$ cat src/rtl/alu_seq_exec.sv
// Execution-stage ALU with a valid/ready handshake. Single-cycle logic, arithmetic,
// compare and branch ops; shifts iterate one bit per clock instead of using a barrel shifter.
module alu_seq_exec #(
    parameter int DATA_WIDTH = 32
) (
    input  logic                  clk,
    input  logic                  rst_n,
    input  logic                  in_valid,
    output logic                  in_ready,
    input  logic [3:0]            Operation,
    input  logic [DATA_WIDTH-1:0] A,
    input  logic [DATA_WIDTH-1:0] B,
    output logic                  out_valid,
    input  logic                  out_ready,
    output logic [DATA_WIDTH-1:0] Result,
    output logic                  BrFlag
);
    localparam int SHW = $clog2(DATA_WIDTH);

    typedef enum logic [3:0] {
        OP_AND = 4'b0000,
        OP_XOR = 4'b0001,
        OP_SUB = 4'b0010,
        OP_OR  = 4'b0011,
        OP_ADD = 4'b0100,
        OP_BGE = 4'b0101,
        OP_BNE = 4'b0110,
        OP_SRA = 4'b0111,
        OP_BEQ = 4'b1000,
        OP_SLL = 4'b1001,
        OP_LUI = 4'b1010,
        OP_SRL = 4'b1100,
        OP_BLT = 4'b1101,
        OP_SLT = 4'b1110
    } op_t;

    typedef enum logic [1:0] {
        ST_IDLE  = 2'd0,
        ST_SHIFT = 2'd1,
        ST_DONE  = 2'd2
    } state_t;

    state_t                  r_state;
    state_t                  w_state_next;
    op_t                     r_op;
    op_t                     w_op;
    logic [SHW-1:0]          r_cnt;
    logic [SHW-1:0]          w_shamt;
    logic [DATA_WIDTH-1:0]   r_result;
    logic                    r_brflag;
    logic [DATA_WIDTH-1:0]   w_alu_result;
    logic                    w_alu_br;
    logic [DATA_WIDTH-1:0]   w_shift_next;
    logic                    w_lt;
    logic                    w_ge;
    logic                    w_eq;
    logic                    w_ne;
    logic                    w_is_shift;
    logic                    w_accept;
    logic                    w_start_shift;
    logic                    w_shift_last;

    assign w_op          = op_t'(Operation);
    assign w_shamt       = B[SHW-1:0];
    assign w_lt          = $signed(A) < $signed(B);
    assign w_ge          = !w_lt;
    assign w_eq          = (A == B);
    assign w_ne          = !w_eq;
    assign w_is_shift    = (w_op == OP_SLL) || (w_op == OP_SRL) || (w_op == OP_SRA);
    assign w_accept      = in_valid && (r_state == ST_IDLE);
    assign w_start_shift = w_accept && w_is_shift && (w_shamt != '0);
    assign w_shift_last  = (r_cnt == SHW'(1));

    assign Result = r_result;
    assign BrFlag = r_brflag;

    // NOTE: every combinational output gets a default first so no path leaves it unassigned (no latch).
    always_comb begin
        w_alu_result = '0;
        w_alu_br     = 1'b0;
        case (w_op)
            OP_AND: w_alu_result = A & B;
            OP_XOR: w_alu_result = A ^ B;
            OP_SUB: w_alu_result = A - B;
            OP_OR:  w_alu_result = A | B;
            OP_ADD: w_alu_result = A + B;
            OP_LUI: w_alu_result = B;
            OP_SLT: w_alu_result = {{(DATA_WIDTH-1){1'b0}}, w_lt};
            OP_BGE: begin w_alu_br = w_ge; w_alu_result = {{(DATA_WIDTH-1){1'b0}}, w_ge}; end
            OP_BNE: begin w_alu_br = w_ne; w_alu_result = {{(DATA_WIDTH-1){1'b0}}, w_ne}; end
            OP_BEQ: begin w_alu_br = w_eq; w_alu_result = {{(DATA_WIDTH-1){1'b0}}, w_eq}; end
            OP_BLT: begin w_alu_br = w_lt; w_alu_result = {{(DATA_WIDTH-1){1'b0}}, w_lt}; end
            // A shift that reaches here has a zero amount, so the operand passes through.
            OP_SLL, OP_SRL, OP_SRA: w_alu_result = A;
            default: ;
        endcase
    end

    always_comb begin
        w_shift_next = r_result;
        case (r_op)
            OP_SLL:  w_shift_next = {r_result[DATA_WIDTH-2:0], 1'b0};
            OP_SRL:  w_shift_next = {1'b0, r_result[DATA_WIDTH-1:1]};
            OP_SRA:  w_shift_next = {r_result[DATA_WIDTH-1], r_result[DATA_WIDTH-1:1]};
            default: ;
        endcase
    end

    always_comb begin
        w_state_next = r_state;
        in_ready     = 1'b0;
        out_valid    = 1'b0;
        case (r_state)
            ST_IDLE: begin
                in_ready = 1'b1;
                if (in_valid) w_state_next = w_start_shift ? ST_SHIFT : ST_DONE;
            end
            ST_SHIFT: if (w_shift_last) w_state_next = ST_DONE;
            ST_DONE: begin
                out_valid = 1'b1;
                if (out_ready) w_state_next = ST_IDLE;
            end
            default: w_state_next = ST_IDLE;
        endcase
    end

    // NOTE: sequential state uses non-blocking assignments so every register samples pre-edge values.
    always_ff @(posedge clk or negedge rst_n) begin
        if (!rst_n) r_state <= ST_IDLE;
        else        r_state <= w_state_next;
    end

    // The result register doubles as the shift register while in SHIFT.
    always_ff @(posedge clk or negedge rst_n) begin
        if (!rst_n) begin
            r_result <= '0;
            r_brflag <= 1'b0;
            r_cnt    <= '0;
            r_op     <= OP_AND;
        end else begin
            case (r_state)
                ST_IDLE: begin
                    if (w_accept) begin
                        r_op <= w_op;
                        if (w_start_shift) begin
                            r_result <= A;
                            r_brflag <= 1'b0;
                            r_cnt    <= w_shamt;
                        end else begin
                            r_result <= w_alu_result;
                            r_brflag <= w_alu_br;
                        end
                    end
                end
                ST_SHIFT: begin
                    r_result <= w_shift_next;
                    r_cnt    <= r_cnt - 1'b1;
                end
                default: ;
            endcase
        end
    end
endmodule

$ cat config.mk
export PLATFORM = sky130hd
export DESIGN_NAME = alu_seq_exec
export DESIGN_NICKNAME = d
export VERILOG_FILES = /design/src/rtl/alu_seq_exec.sv
export SDC_FILE = /design/constraint.sdc
export NUM_CORES = 1
export LEC_CHECK = 0
export ABC_AREA = 1
export CAP_MARGIN = 15
export CORE_MARGIN = 2
export CORE_UTILIZATION = 54
export CTS_BUF_LIST = sky130_fd_sc_hd__clkbuf_8
export CTS_CLUSTER_DIAMETER = 100
export DETAILED_ROUTE_END_ITERATION = 7
export DONT_BUFFER_PORTS = 1
export PLACE_DENSITY = 0.69
export SYNTH_ARGS = -nofsm -noshare
export SYNTH_HDL_FRONTEND = slang
export SYNTH_SLANG_ARGS = --single-unit
$ cat constraint.sdc
create_clock -name clk -period 2.9 [get_ports clk]
set_input_delay 0 -clock clk [delete_from_list [all_inputs] [get_ports clk]]
set_output_delay 0 -clock clk [all_outputs]
set_load 0.05 [all_outputs]
* Word level (Yosys, flattened, before mapping) *
Index checks and enable logic that the tools add are counted.

storage, ports and cells
  logic and storage cells = 76
  register bits = 44

operators by class
  reduce and logical (&&, ||, !) cells = 18
  $add $sub $neg = 3
  $lt $le $gt $ge = 1
  mux-type cells = 17
  equality and inequality tests = 28
  bitwise logic cells = 3

operator list
  operator               number
  $pmux W32 S11          1
  $pmux W32 S3           1
  $mux W32               2
  $pmux W32 S2           1
  $add A32 B32 Y32       1
  $and A32 B32 Y32       1
  $eq A32 B32 Y1         1
  $eq A4 B4 Y1 const B   8
  $lt A32 B32 Y1         1
  $or A32 B32 Y32        1
  $sub A32 B32 Y32       1
  $xor A32 B32 Y32       1
  $eq A4 B3 Y1 const B   5
  $ne A2 B2 Y1 const B   6
  $mux W5                2
  $pmux W5 S2            1
  $reduce_and A3 Y1      3
  $eq A4 B2 Y1 const B   2
  $mux W2                4
  $pmux W2 S3            1
  $eq A5 B1 Y1 const B   1
  $reduce_bool A5 Y1     1
  $sub A5 B1 Y5 const B  1
  $eq A4 B1 Y1 const B   1
  16 further kinds       22

* Longest topological paths before layout *
  depth after elaboration = 8
  mapped depth = 19
  depth with buffers taken out = 19

* Least setup slack after synthesis *
OpenSTA, ideal clock, no wires.

  path kind = register to register
  start = register r_state[0]
  end = register r_result[0] (netlist: Result[0])
  stages on the path, launching flop included = 10
  arrival time = 2.114 ns
  setup time = 0.066 ns
  path slack = 0.720 ns
  buffers on the path = 0
  cells stage by stage = dfrtp_1 -> nor2_1 -> nand2_1 -> inv_1 -> o311ai_4 -> o21ai_0 -> inv_1 -> nand2_1 -> nand2_1 -> nand2_1

between the ends
  longest elaborated chain between the ends = 7
  elaborated cells on any way between the ends = 12
  classes of those cells = eq/ne: 3; mux: 3; reduce/logical: 6

ends and longest elaborated chain
  element                           line     source
  from (decl)                       43       state_t r_state;
  from (signal assigned)            130      else r_state <= w_state_next;
  $logic_not A2 Y1                  70, 141
  $logic_and A1 B1 Y1               70       assign w_accept = in_valid && (r_state == ST_IDLE);
  $logic_and A1 B1 Y1 (2 in a row)  71       assign w_start_shift = w_accept && w_is_shift && (w_shamt != '0);
  $mux W32                          145      if (w_start_shift) begin
  $mux W32                          143      if (w_accept) begin
  $pmux W32 S2                      141      case (r_state)
  to (signal assigned)              150      r_result <= w_alu_result;
  to (signal assigned)              156      r_result <= w_shift_next;
  to (decl)                         49       logic [DATA_WIDTH-1:0] r_result;

Parallel ways exist; a longest one is shown, timed or not. The select of a mux whose other input is x is not followed.
A chain may end at the register's enable or synchronous reset.

* Final worst setup path *
  start = input Operation[2]
  end = register r_result[8] (netlist: Result[8])

between the ends
  longest elaborated chain between the ends = 8
  elaborated cells on any way between the ends = 24
  classes of those cells = eq/ne: 13; mux: 4; reduce/logical: 7

ends and longest elaborated chain
  element                                                line  source
  from (decl)                                            10    input logic [3:0] Operation,
  branches (longest 5 deep; another with $pmux W32 S11)  -
  $mux W32 *                                             145
  $mux W32 *                                             143
  $pmux W32 S2 *                                         141

Every way passes the cells marked *. The select of a mux whose other input is x is not followed.

==> tab_implementation.tex <==
\begin{tabular}{lr}
\hline
Metric & Value \\
\hline
\multicolumn{2}{l}{\textbf{Synthesis}} \\
\quad Cell area after synthesis & 0.00909 mm2 \\
\quad Syn nets & 1758 \\
\quad Dominant register cell in the synthesized netlist & dfrtp\_1 \\
\quad Async set-or-reset flop fraction in the synthesized netlist & 100\% \\
\quad Largest area contributor in the synthesized netlist & nand2\_1 \\
\quad Cell count after synthesis & 1586 \\
\quad Synth Register Bits & 44 \\
\quad Most area-consuming cells after synthesis & nand2\_1 (17\%), ha\_1 (13\%), dfrtp\_1 (12\%), inv\_1 (10\%), nand3\_1 (7.1\%) \\
\quad Share of Yosys cell area claimed by the top area cell type & 16.6\% \\
\quad Post-synthesis sequential area ratio & 12.1\% \\
\quad Number of synthesized flops with an enable pin & 0 \\
\quad Average footprint of a synthesized cell & 5.73 um2 \\
\quad Count of unique library cells instantiated by Yosys & 54 \\
\quad Total of warnings raised by yosys & 0 \\
\multicolumn{2}{l}{\textbf{Clock network}} \\
\quad CTS tree & done \\
\quad Post-CTS Setup Repair Bufs & 0 \\
\quad Buffer type at the clock tree root & clkbuf\_8 \\
\quad Sink count of the clock tree & 44 \\
\quad Later-pin clock latency in the skew report & 0.31 ns \\
\quad Num CTS Buffers & 5 \\
\quad H-tree lvl count & 2 \\
\quad Clock transition at the registers of the reported paths & 0.08 ns \\
\quad Clock buffer depth & 2 \\
\multicolumn{2}{l}{\textbf{Die}} \\
\quad Chip height & 134 um \\
\quad Horizontal die dimension & 134 um \\
\quad Die area & 0.0179 mm2 \\
\quad Count of standard-cell rows & 47 \\
\quad Effective utilization at floorplan & 55.0\% \\
\quad Total core area & 0.0165 mm2 \\
\quad Top-Level Pins & 107 \\
\multicolumn{2}{l}{\textbf{Power and ir drop}} \\
\quad Switching portion of total power & 62.5\% \\
\quad Power share of the combinational group & 49.8\% \\
\quad Int Power & 0.00183 W \\
\quad Power density over cell area & 523 mW/mm2 \\
\quad Worst vdd ir & 0.665 mV \\
\quad Fraction of power consumed by the clock network & 7.7\% \\
\quad Net Switching & 0.00305 W \\
\quad Sequential group share of total power & 42.6\% \\
\quad Standby leakage power & 4.92 nW \\
\multicolumn{2}{l}{\textbf{Detailed routing}} \\
\quad Violation count after the first detailed-route iteration & 930 \\
\quad Number of nets with antenna violations after routing & 0 \\
\quad 1st-pass router iterations & 6 \\
\quad Vias per inst & 5.94 \\
\quad Wire per inst & 19.1 um \\
\quad Vias after detailed routing & 10602 \\
\quad Routed wire length & 34100 um \\
\quad Remaining routing DRC violations & 0 \\
\multicolumn{2}{l}{\textbf{Timing}} \\
\quad Post-route fraction of the period consumed by the critical path & 79.8\% \\
\quad Fin. max-slew vios & 0 \\
\quad Unrepaired setup endpoints after global routing & false \\
\quad Tightest Pin Transition & 0.904 ns \\
\quad Hold Worst Slack & 0.00940 ns \\
\quad Worst Skew & 0.00255 ns \\
\quad Fin crit period & 2.31 ns \\
\quad Count of endpoints failing hold in the final timing report & 0 \\
\quad Total Negative Setup Slacks & 0 ns \\
\quad Final setup violation count & 0 \\
\quad Remaining max-slew budget at the tightest pin & 39.6\% \\
\quad Max Freq & 432 MHz \\
\multicolumn{2}{l}{\textbf{Global route}} \\
\quad Global route total overflow & 0 \\
\quad Met3 Resource Use GR & 7.04\% \\
\quad Most used routing layer & met2 \\
\quad Met2 track utilization from global routing & 57.3\% \\
\quad First-pass GRT wire length & 52300 um \\
\quad Met1 Usage GRT & 52.8\% \\
\quad Overall routing resource usage & 37.3\% \\
\quad Initial antenna violation count & 3 \\
\quad Vias in the first global route & 9794 \\
\quad Largest net degree at the start of global routing & 45 \\
\multicolumn{2}{l}{\textbf{Status}} \\
\quad Run status & complete, no violations \\
\multicolumn{2}{l}{\textbf{Finish}} \\
\quad Antenna diode instance count & 0 \\
\quad Nets & 1737 \\
\quad Signed area change from the synthesized netlist to the final layout & 2.53\% \\
\quad Layout cell share with drive strength beyond 1 & 5.88\% \\
\quad Post-layout utilization of the core & 56.4\% \\
\multicolumn{2}{l}{\textbf{Job}} \\
\quad Number of max-capacitance violations reported & 0 \\
\multicolumn{2}{l}{\textbf{Placed design}} \\
\quad Port Buffers & 0 \\
\quad HPWL after detailed placement & 27000 um \\
\quad Global placer's final weighted congestion & 1.01 \\
\multicolumn{2}{l}{\textbf{Min path}} \\
\quad Hold/Removal Path Class & primary input to flop \\
\multicolumn{2}{l}{\textbf{Critical path}} \\
\quad Crit end category & flop \\
\quad Highest net fanout along the worst path & 26 \\
\quad Worst endpoint required time & 3.14 ns \\
\quad Critical Path Start Type & primary input \\
\quad Setup CP Type & primary input to flop \\
\quad WP data arrival & 2.55 ns \\
\hline
\end{tabular}
-- critical path: stages --
cell and delay, ns:
dlygate4sd3_1 0.55, inv_1 0.06, nor2_1 0.21, nand2_2 0.27, inv_2 0.56, nand2_1 0.10, o21ai_0 0.21, a21oi_1 0.22
nand2_1 0.17, nand2_1 0.06, a31oi_1 0.13
-- layer usage --
metal	wire (um)	up-vias	share of wire, %
met4	894	0	2.6
li1	-	5093	-
met3	4100	62	12
met2	14400	570	42
met5	0	-	0
met1	14700	4877	43
-- placed cells by master, fill, tap and decap left out, drive strengths merged, types with 3 or more instances in the layout --
cell         count
nand3          132
nor2           186
o22ai           19
ha              98
a22oi            5
buf             16
o21ai          113
clkinv           3
a31oi           13
or2              4
a211o            7
a221oi           5
dfrtp           44
dlygate4sd3     10
o211ai          11
nor3             9
o221ai           5
nand3b          14
inv            271
nand2          417
a21oi          130
nand4           20
o2111ai          6
clkbuf           5
o21bai          10
-- cells by family (layout without fill, tap and decap cells) --
kind of cell	count (synthesis)	in the layout	share of synthesized area, %
DFF	44	44	12.1
adders and majority gates	100	100	13.9
xor gates and xnor gates	1	1	0.0964
AOI/OAI and AO/OA	330	330	21.4
and+or+nand+nor	785	785	37.2
buffers and inverters	326	305	15.3
-- synth_stat cells, types with 11 or more instances --
| master | count |
|---|---|
| nand4_1 | 20 |
| nor2_1 | 172 |
| inv_2 | 17 |
| nand3_1 | 129 |
| inv_1 | 251 |
| a21oi_1 | 123 |
| o21ai_0 | 105 |
| nor2_2 | 12 |
| a31oi_1 | 13 |
| nand3b_1 | 13 |
| buf_6 | 11 |
| o22ai_1 | 19 |
| dfrtp_1 | 44 |
| buf_2 | 23 |
| ha_1 | 98 |
| nand2_1 | 403 |
| nand2_2 | 12 |
| buf_4 | 13 |
-- flip-flops by register name (all words and copies together), names as in the netlist --
name and count:
r_op 4, r_cnt 5, Result 32, BrFlag 1
r_state 2
-- metrics by stage --
step                      power [W]  setup WS (ns)  instances  area [um2]
final                       0.00487          0.586       1785        9320
after CTS                   0.00481          0.721       1785        9320
after floorplan             0.00383          0.720       1586        9090
after global placement      0.00438          0.573       1767        9120
after detailed placement    0.00442          0.595       1767        9120
after global routing        0.00522          0.494       1785        9320
-- layout make-up --
class | count | area [um2]
Clock buffer | 5 | 68.8
Multi-Input combinational cell | 1216 | 6600
Clock inverter | 2 | 8.76
Timing Repair Buffer | 26 | 240
Fill cell | 1763 | 7200
Tap cell | 220 | 275
Inverter | 272 | 1030
Sequential cell | 44 | 1100
-- repair_timing --
item	4_1_cts	5_1_grt
hold endpoints to repair	54	0
gates resized for setup	0	0
hold buffers	11	0
-- power by group through the flow --
stage                     clock network (W)  logic (W)  registers, W
final                              0.000374    0.00243       0.00207
after global routing               0.000399    0.00270       0.00212
after CTS                          0.000372    0.00236       0.00208
after detailed placement                  0    0.00233       0.00209
after global placement                    0    0.00229       0.00209
after floorplan                           0    0.00185       0.00198
-- path summary, 6_finish.rpt --
check	start	depth (start not counted)	slack (ns)	end
min in group asynchronous	rst_n	2	0.20	Result[3]
max	Operation[2]	11	0.59	Result[8]
min	A[2]	4	0.009	Result[2]
min reg2reg	r_op[1]	2	0.50	r_op[1]
max reg2reg	r_op[1]	9	0.68	Result[9]
max in group asynchronous	rst_n	2	2.51	Result[6]
No activity file was read; power rests on OpenSTA's default activity.
